<file path="src/rtl/rv32i_pkg.sv">
// Shared RV32I load/store definitions: FSM state encoding, funct3 codes and byte-lane masks.
package rv32i_pkg;

    localparam logic [2:0] LSU_IDLE      = 3'd0;
    localparam logic [2:0] LSU_PARK      = 3'd1;
    localparam logic [2:0] LSU_ISSUE     = 3'd2;
    localparam logic [2:0] LSU_WAIT_LOW  = 3'd3;
    localparam logic [2:0] LSU_WAIT_HIGH = 3'd4;
    localparam logic [2:0] LSU_RESP      = 3'd5;

    typedef enum logic [2:0] {
        StIdle     = LSU_IDLE,
        StPark     = LSU_PARK,
        StIssue    = LSU_ISSUE,
        StWaitLow  = LSU_WAIT_LOW,
        StWaitHigh = LSU_WAIT_HIGH,
        StResp     = LSU_RESP
    } lsu_state_e;

    localparam logic [2:0] F3_B  = 3'b000;
    localparam logic [2:0] F3_H  = 3'b001;
    localparam logic [2:0] F3_W  = 3'b010;
    localparam logic [2:0] F3_BU = 3'b100;
    localparam logic [2:0] F3_HU = 3'b101;

    localparam logic [3:0] OP_BYTE = 4'b0001;
    localparam logic [3:0] OP_HALF = 4'b0011;
    localparam logic [3:0] OP_WORD = 4'b1111;

    // Byte-lane mask for an access width; only called for legal funct3 values.
    function automatic logic [3:0] mem_op_for(input logic [2:0] f3);
        case (f3)
            F3_B, F3_BU: return OP_BYTE;
            F3_H, F3_HU: return OP_HALF;
            default:     return OP_WORD;
        endcase
    endfunction

endpackage

</file>
<file path="src/rtl/load_extend.sv">
// Extracts the addressed byte/half of a read word and sign- or zero-extends it.
module load_extend
    import rv32i_pkg::*;
(
    input  logic        is_store,
    input  logic [2:0]  funct3,
    input  logic [31:0] rdata,
    output logic [31:0] data
);

    // Width/sign selection; stores and unknown codes yield zero.
    always_comb begin
        data = 32'd0;
        if (!is_store) begin
            case (funct3)
                F3_B:    data = {{24{rdata[7]}}, rdata[7:0]};
                F3_BU:   data = {24'd0, rdata[7:0]};
                F3_H:    data = {{16{rdata[15]}}, rdata[15:0]};
                F3_HU:   data = {16'd0, rdata[15:0]};
                F3_W:    data = rdata;
                default: data = 32'd0;
            endcase
        end
    end

endmodule

</file>
<file path="src/rtl/load_store_unit.sv">
// RV32I load/store unit: one request at a time, handshaking with a data memory that
// signals completion by dropping and re-raising mem_data_valid.
module load_store_unit
    import rv32i_pkg::*;
#(
    parameter int ADDR_WIDTH = 12
) (
    input  logic                  clk,
    input  logic                  reset,
    input  logic                  req_valid,
    output logic                  req_ready,
    input  logic                  is_store,
    input  logic [2:0]            funct3,
    input  logic [31:0]           addr,
    input  logic [31:0]           store_data,
    output logic                  resp_valid,
    output logic [31:0]           load_data,
    output logic                  fault,
    output logic                  mem_we,
    output logic [3:0]            mem_op,
    output logic [ADDR_WIDTH-1:0] mem_addr,
    output logic [31:0]           mem_wdata,
    input  logic                  mem_data_valid,
    input  logic [31:0]           mem_rdata
);

    localparam logic [ADDR_WIDTH-1:0] ADDR_ONE = {{(ADDR_WIDTH-1){1'b0}}, 1'b1};

    lsu_state_e            state_q;
    logic                  store_q;
    logic [2:0]            f3_q;
    logic [ADDR_WIDTH-1:0] addr_q;
    logic [31:0]           wdata_q;
    logic [ADDR_WIDTH-1:0] trk_addr_q;
    logic                  trk_valid_q;
    logic                  park_low_q;

    logic                  acc_fault;
    logic                  acc_park;
    logic                  f3_ok;
    logic                  iss_store;
    logic [2:0]            iss_f3;
    logic [ADDR_WIDTH-1:0] iss_addr;
    logic [31:0]           iss_wdata;
    logic [31:0]           ext_data;

    load_extend u_load_extend (
        .is_store (store_q),
        .funct3   (f3_q),
        .rdata    (mem_rdata),
        .data     (ext_data)
    );

    // Classify the incoming request: rejected outright, or needs a park first.
    always_comb begin
        case (funct3)
            F3_B, F3_H, F3_W: f3_ok = 1'b1;
            F3_BU, F3_HU:     f3_ok = !is_store;
            default:          f3_ok = 1'b0;
        endcase
        acc_fault = !f3_ok
                    || (funct3[1:0] == 2'b01 && addr[0])
                    || (funct3[1:0] == 2'b10 && addr[1:0] != 2'b00)
                    || ((addr >> ADDR_WIDTH) != 32'd0);
        // Re-accessing the tracked address would not change the memory inputs, so the
        // memory would never drop valid; parking on a neighbour forces a fresh handshake.
        acc_park  = !trk_valid_q || (addr[ADDR_WIDTH-1:0] == trk_addr_q);
    end

    // Issue fields come straight from the inputs on accept, from the latches after a park.
    always_comb begin
        if (state_q == StIdle) begin
            iss_store = is_store;
            iss_f3    = funct3;
            iss_addr  = addr[ADDR_WIDTH-1:0];
            iss_wdata = store_data;
        end else begin
            iss_store = store_q;
            iss_f3    = f3_q;
            iss_addr  = addr_q;
            iss_wdata = wdata_q;
        end
    end

    // Control FSM with registered outputs; entering a state sets the outputs it drives.
    always_ff @(posedge clk or posedge reset) begin
        if (reset) begin
            state_q     <= StIdle;
            req_ready   <= 1'b1;
            resp_valid  <= 1'b0;
            fault       <= 1'b0;
            load_data   <= 32'd0;
            mem_we      <= 1'b0;
            mem_op      <= 4'b0000;
            mem_addr    <= '0;
            mem_wdata   <= 32'd0;
            store_q     <= 1'b0;
            f3_q        <= 3'b000;
            addr_q      <= '0;
            wdata_q     <= 32'd0;
            trk_addr_q  <= '0;
            trk_valid_q <= 1'b0;
            park_low_q  <= 1'b0;
        end else begin
            case (state_q)
                StIdle: begin
                    if (req_valid && req_ready) begin
                        store_q   <= is_store;
                        f3_q      <= funct3;
                        addr_q    <= addr[ADDR_WIDTH-1:0];
                        wdata_q   <= store_data;
                        req_ready <= 1'b0;
                        if (acc_fault) begin
                            fault      <= 1'b1;
                            resp_valid <= 1'b1;
                            load_data  <= 32'd0;
                            state_q    <= StResp;
                        end else if (acc_park) begin
                            mem_addr   <= addr[ADDR_WIDTH-1:0] ^ ADDR_ONE;
                            mem_we     <= 1'b0;
                            park_low_q <= 1'b0;
                            state_q    <= StPark;
                        end else begin
                            mem_addr    <= iss_addr;
                            mem_op      <= mem_op_for(iss_f3);
                            mem_wdata   <= iss_wdata;
                            mem_we      <= iss_store;
                            trk_addr_q  <= iss_addr;
                            trk_valid_q <= 1'b1;
                            state_q     <= StIssue;
                        end
                    end
                end
                StPark: begin
                    if (!park_low_q) begin
                        if (!mem_data_valid) park_low_q <= 1'b1;
                    end else if (mem_data_valid) begin
                        mem_addr    <= iss_addr;
                        mem_op      <= mem_op_for(iss_f3);
                        mem_wdata   <= iss_wdata;
                        mem_we      <= iss_store;
                        trk_addr_q  <= iss_addr;
                        trk_valid_q <= 1'b1;
                        state_q     <= StIssue;
                    end
                end
                StIssue: state_q <= StWaitLow;
                StWaitLow: begin
                    if (!mem_data_valid) state_q <= StWaitHigh;
                end
                StWaitHigh: begin
                    if (mem_data_valid) begin
                        resp_valid <= 1'b1;
                        fault      <= 1'b0;
                        load_data  <= ext_data;
                        mem_we     <= 1'b0;
                        state_q    <= StResp;
                    end
                end
                StResp: begin
                    resp_valid <= 1'b0;
                    fault      <= 1'b0;
                    req_ready  <= 1'b1;
                    state_q    <= StIdle;
                end
                default: state_q <= StIdle;
            endcase
        end
    end

endmodule

</file>
<file path="config.mk">
export PLATFORM = sky130hd
export DESIGN_NAME = load_store_unit
export DESIGN_NICKNAME = d
export VERILOG_FILES = /design/src/rtl/rv32i_pkg.sv /design/src/rtl/load_extend.sv /design/src/rtl/load_store_unit.sv
export SDC_FILE = /design/constraint.sdc
export NUM_CORES = 1
export LEC_CHECK = 0
export CAP_MARGIN = 30
export CORE_MARGIN = 5
export CORE_UTILIZATION = 41
export CTS_CLUSTER_SIZE = 30
export DETAILED_ROUTE_END_ITERATION = 6
export GPL_TIMING_DRIVEN = 0
export PLACE_DENSITY_LB_ADDON = 0.2
export SYNTH_ARGS = -nofsm -noshare
export SYNTH_HDL_FRONTEND = slang
export SYNTH_SLANG_ARGS = --single-unit
</file>
<file path="constraint.sdc">
create_clock -name clk -period 5.2 [get_ports clk]
set_input_delay 0.52 -clock clk [delete_from_list [all_inputs] [get_ports clk]]
set_output_delay 0.52 -clock clk [all_outputs]
set_load 0.02 [all_outputs]
</file>
==> results of run 1 <==
[metrics by stage]
| stage | util, % | setup TNS (ns) | worst slack (ns) | area (sq um) |
|---|---|---|---|---|
| floorplan | - | 0 | 0.730 | 7280 |
| finish | 58.1 | 0 | 2.38 | 10100 |
| CTS | 58.1 | 0 | 2.41 | 10100 |
| global placement | 54.3 | -232.44 | -1.60 | 9430 |
| global route | 58.1 | 0 | 2.18 | 10100 |
| detailed placement | 54.5 | 0 | 1.97 | 9460 |
[kinds of logic after synthesis]
family | after synthesis | share of synthesized area (%)
AOI/OAI and AO/OA | 89 | 8.35
muxes | 84 | 14.9
xor gates and xnor gates | 12 | 1.44
and+or+nand+nor | 368 | 20.1
buffers and inverters | 64 | 4.66
DFF | 147 | 50.6
[per-layer routing]
metal,global-route usage [%],wire (um)
met5,0,0
met4,6.79,444
met3,5.79,1170
met2,30.3,9290
met1,26.8,8990
[power breakdown]
| group | total (W) | leakage (nW) | switching, W | internal [W] |
|---|---|---|---|---|
| clock | 0.00128 | 0.294 | 0.000476 | 0.000800 |
| combinational | 0.00282 | 2.47 | 0.00149 | 0.00133 |
| sequential | 0.00186 | 1.87 | 0.000257 | 0.00161 |
[path summary, 6_finish.rpt]
path / slack (ns) / startpoint / to
worst max-delay path: 2.38 / addr[1] / load_data[14]
worst max register to register: 2.50 / state_q[0] / wdata_q[1]
worst min register to register: 0.48 / wdata_q[23] / wdata_q[23]
max in group asynchronous: 3.82 / reset / trk_addr_q[8]
min in group asynchronous: 0.55 / reset / load_data[22]
worst min-delay path: 0.48 / wdata_q[23] / wdata_q[23]
[critical path, cell delays in order]
cell             delay, ns
clkdlybuf4s50_1       0.62
nor3_1                0.09
o211ai_1              0.44
nor2_1                0.18
a21oi_1               0.51
buf_2                 0.39
mux2_2                0.37
[final cells by class]
cell class,count,area share [%]
Clock inverter,9,1.27
Multi-Input combinational cell,553,32.3
Inverter,16,0.646
Tap cell,225,2.79
Sequential cell,147,36.5
Timing Repair Buffer,188,18.9
Buffer,48,2.77
Clock buffer,22,4.81
[flip-flops by register name, indices dropped and copies added, names as in the netlist]
signal	count
addr_q	12
f3_q	3
fault	1
load_data	32
mem_addr	12
mem_op	3
mem_wdata	32
mem_we	1
park_low_q	1
req_ready	1
resp_valid	1
state_q	3
store_q	1
trk_addr_q	12
wdata_q	32
[layout by cell type (no fill, tap or decap), types with 2 or more instances in the layout]
cell type and n:
nand2_1 330, clkdlybuf4s50_1 187, dfrtp_1 146, a21oi_1 41
mux2_4 40, mux2_2 34, clkbuf_1 33, clkbuf_16 17
inv_1 14, xnor2_1 12, nor2_1 11, o311ai_0 11
o22a_1 11, mux2i_1 10, o21ai_0 7, nor4_1 6
buf_2 6, nand3_1 5, nand4_1 4, buf_12 4
a21o_1 4, clkbuf_8 4, buf_4 3, o211ai_1 3
bufinv_16 3, clkinvlp_4 3, clkinv_2 3, buf_6 2
nor3_1 2, or2_2 2, o32a_1 2
[cell usage after synthesis (all sizes together) (2+ instances only)]
master,instances,area (sq um)
clkbuf,32,120
buf,16,159
or2,3,21.3
a21oi,41,205
nor3,3,26.3
nand3,5,25.0
o211ai,3,22.5
a21o,4,30.0
xnor2,12,105
o311ai,11,96.3
mux2i,10,100
o22a,11,96.3
dfrtp,146,3650
nand4,4,25.0
nand2,330,1240
o31ai,2,33.8
nor2,11,41.3
o32a,2,20.0
o21ai,7,35.0
mux2,74,983
inv,15,56.3
nor4,6,37.5
==> out/results.txt, run 1 <==
status: completed
endpoint class of the critical path: register
Clock Latency Late Sink: 0.43 ns
Syn-to-layout area delta: 38.4%
First-pass DRT Iterations: 4
CTS Hold Bufs: 0
ant diodes: 0
Root Driver: clkbuf_16
IO Port Bufs: 187
Multi-input gate area: 0.00326 sq mm
final hold slack: 0.476 ns
Seq/Total Area, Yosys: 50.6%
Warnings, synthesis: 0
Worst Setup Path Type: primary input to register
Max VDD drop: 0.320 mV
Worst Hold Class: register to register
Iter 0 DRT Violations: 332
routed via count: 5,970
Slew @ Worst Pin: 1.01 ns
setup bufs post-CTS: 0
clk buf depth: 2
antenna violations before repair: 0
max_slew headroom: 32.3%
# clock sinks: 147
number of global-route vias before repair: 5,955
final hold vios: 0
syn_nets: 868
Cell variety after synth: 46
Clock Skew: 0.0112 ns
post-route ant nets: 0
Die H: 143 um
drt drc: 0
placed cells: 1,177
Required @ worst endpoint: 5.51 ns
fin nets: 1,075
fmax: 355 MHz
largest net degree at the start of global routing: 81
FILL cells: 1,536
final wirelength: 19,900 um
Reg clk slew, reported paths: 0.06 ns
Rows: 48
Final setup violation count: 0
Max Cap Viol: 0
TritonCTS buffer count: 17
global route overflow: 0
full die area: 0.0205 sq mm
cell area after synthesis: 0.00728 sq mm
FFs w/ async S/R, synth: 100%
num ports: 188
first-pass GRT wire length: 31,700 um
drt wl/cell: 16.5 um
PnR Total Power: 0.00596 W
share of cells above drive strength 1: 13.2%
main flop type after synthesis: dfrtp_1
Crit path arrival time: 3.13 ns
Yosys reg bits: 147
Reg area: 0.00368 sq mm
Reg2Reg Depth: 8
Post-synth EDFFs: 0
worst hold path depth: 2
Post-CTS Resized: 0
TritonCTS clock tree: done
Max Slew Vio Count: 0
syn avg cell area: 9.53 sq um
Post-Synthesis Cells: 764
leakage: 4.64 nW
crit start category: primary input
Placer Congestion: 0.830
Tmin final: 2.82 ns
Non-Filler Instances: 1,208
initial core utilization: 41.9%
die width: 143 um
number of H-tree levels: 4
vias per cell: 4.94
Core Footprint: 0.0174 sq mm
Final period util: 54.2%
RSZ-0062 raised after global routing: false
crit path max fanout: 10
Pwr Density: 591 mW/mm^2
hpwl dp: 14,400 um
GRT Util Overall: 19.7%
Note: power is estimated with default switching activity, not from simulation.
==> run 2, diff against run 1 <==
==> constraint.sdc (replaced) <==
create_clock -name clk -period 2.95 [get_ports clk]
set_input_delay 0.295 -clock clk [delete_from_list [all_inputs] [get_ports clk]]
set_output_delay 0.295 -clock clk [all_outputs]
set_load 0.02 [all_outputs]
==> run 2 against run 1 <==
Net effect:
- wire length down 0.44%
- setup slack worse by 2.2 ns
- clock power up 66%
- via count up 1.2%
- combinational power up 76%
- worst hold slack worse by 0.31 ns
- die area unchanged
- critical path type is now register to register
- critical endpoint is now wdata_q[18]
==> out/results.txt, run 2 (synthesized netlist as in run 1, its figures left out) <==
status: completed
Post-CTS Resized: 0 (unchanged)
TritonCTS clock tree: done
routed via count: 6,040 (+1.2%)
Worst Setup Path Type: register to register
final instance area: 0.0101 sq mm (+0.19%)
Required @ worst endpoint: 3.30 ns (-2.21 ns)
Non-Filler Instances: 1,211 (+0.25%)
endpoint class of the critical path: register
largest net degree at the start of global routing: 39 (-52%)
# clock sinks: 147 (unchanged)
crit start category: register
setup bufs post-CTS: 0 (unchanged)
fin nets: 1,078 (+0.28%)
commonest non-fill, non-tap cells in the layout: nand2_1 (330), clkdlybuf4s50_1 (187), dfrtp_1 (146)
die width: 143 um (unchanged)
Clock Skew: 0.00696 ns (-0.00427 ns)
max_slew headroom: 35.4% (+3.1 points)
Regs by FF count: load_data (32), mem_wdata (32), wdata_q (32)
Worst Hold Class: primary input to asynchronous set/reset pin
Final period util: 94.4%
leakage: 4.65 nW (+0.26%)
vias per cell: 4.99 (+0.92%)
number of H-tree levels: 4 (unchanged)
Root Driver: clkbuf_16
number of global-route vias before repair: 6,041 (+1.4%)
Core Footprint: 0.0174 sq mm (unchanged)
post-route ant nets: 0 (unchanged)
crit path max fanout: 10 (unchanged)
ant diodes: 0 (unchanged)
PnR Total Power: 0.0104 W (+74%)
initial core utilization: 41.9% (unchanged)
Syn-to-layout area delta: 38.7%
GRT Util Overall: 19.5% (-0.18 points)
Rows: 48 (unchanged)
RSZ-0062 raised after global routing: false
antenna violations before repair: 0 (unchanged)
first-pass GRT wire length: 31,800 um (+0.26%)
final wirelength: 19,800 um (-0.44%)
Die H: 143 um (unchanged)
clk buf depth: 2 (unchanged)
Placed Area: 0.00952 sq mm (+0.54%)
TritonCTS buffer count: 17 (unchanged)
Clock Latency Late Sink: 0.41 ns (-0.02 ns)
Placer Congestion: 0.825 (-0.65%)
Pwr Density: 1030 mW/mm^2 (+74%)
drt wl/cell: 16.4 um (-0.69%)
hpwl dp: 14,700 um (+1.7%)
drt drc: 0 (unchanged)
Tmin final: 2.78 ns
num ports: 188 (unchanged)
final hold vios: 0 (unchanged)
full die area: 0.0205 sq mm (unchanged)
IO Port Bufs: 187 (unchanged)
Max VDD drop: 0.531 mV (+66%)
First-pass DRT Iterations: 5 (+1)
Crit path arrival time: 3.13 ns (about the same)
Iter 0 DRT Violations: 270 (-19%)
fmax: 359 MHz
Setup TNS: 0 ns (unchanged)
global route overflow: 0 (unchanged)
placed cells: 1,180 (+0.25%)
Final setup violation count: 0 (unchanged)
Slew @ Worst Pin: 0.966 ns (-0.0466 ns)
share of cells above drive strength 1: 13.4% (+0.16 points)
most common cell after layout, fill and taps aside: nand2_1
CTS Hold Bufs: 0 (unchanged)
Reg clk slew, reported paths: 0.06 ns (about the same)
Max Slew Vio Count: 0 (unchanged)
Max Cap Viol: 0 (unchanged)
run 2: cell count changes in the layout (fill, tap and decap cells not counted):
cell        delta
buf_12         +4
clkinv_4       +2
buf_16         -1
bufinv_16      -1
clkbuf_1       +1
clkbuf_8       -1
clkinv_2       +1
clkinvlp_4     -1
inv_6          -1
run 2: area by class of cell:
class                           count  area [sq um]
Clock inverter                      9           105
Sequential cell                   147          3680
Fill cell                        1509          7260
Multi-Input combinational cell    553          3260
Buffer                             48           279
Clock buffer                       22           474
Timing Repair Buffer              191          1950
Tap cell                          225           282
Inverter                           16          63.8
run 2: power breakdown:
group          switching, W  total, W  internal [W]  leakage, nW
sequential         0.000463   0.00329       0.00283         1.87
clock              0.000824   0.00213       0.00131        0.286
combinational       0.00260   0.00496       0.00236         2.49
total               0.00389    0.0104       0.00649         4.65
run 2: path summary, 6_finish.rpt:
check	start	to	slack (ns)	cells after the start
min in group clk	mem_rdata[6]	load_data[6]	0.44	3
setup reg to reg	state_q[0]	wdata_q[18]	0.17	8
hold reg to reg	wdata_q[25]	wdata_q[25]	0.47	2
setup / recovery	state_q[0]	wdata_q[18]	0.17	8
max in group asynchronous	reset	mem_wdata[25]	2.05	4
hold / removal	reset	mem_addr[5]	0.17	2
run 2: critical path: stages, from the launching register on:
cell and delay, ns:
dfrtp_1 0.35, buf_4 0.17, nor2_1 0.42, nand2_1 0.47, nor2_1 0.31, clkbuf_1 0.50, buf_2 0.34, nand2_1 0.09
nand2_1 0.06
run 2: per-stage QoR:
| step | hold WS (ns) | setup slack [ns] | utilization [%] |
|---|---|---|---|
| 6_report | 0.168 | 0.166 | 58.2 |
| 5_1_grt | 0.176 | 0.0236 | 58.2 |
| 4_1_cts | 0.160 | 0.232 | 58.2 |
| 3_5_place_dp | 0.460 | -0.0904 | 54.8 |
| 3_3_place_gp | 0.457 | -0.638 | 54.4 |
| 2_1_floorplan | 0.377 | 0.664 | - |
run 2: layer usage:
layer  routed length, um  up-vias  global-route usage (%)  part of all wire, %
met5                   0        -                       0                    0
met2                9050      162                    29.9                   46
met1                9090     2892                    27.2                   46
met4                 455        0                    6.59                  2.3
met3                1210       31                    4.89                  6.1
li1                    -     2955                       -                    -
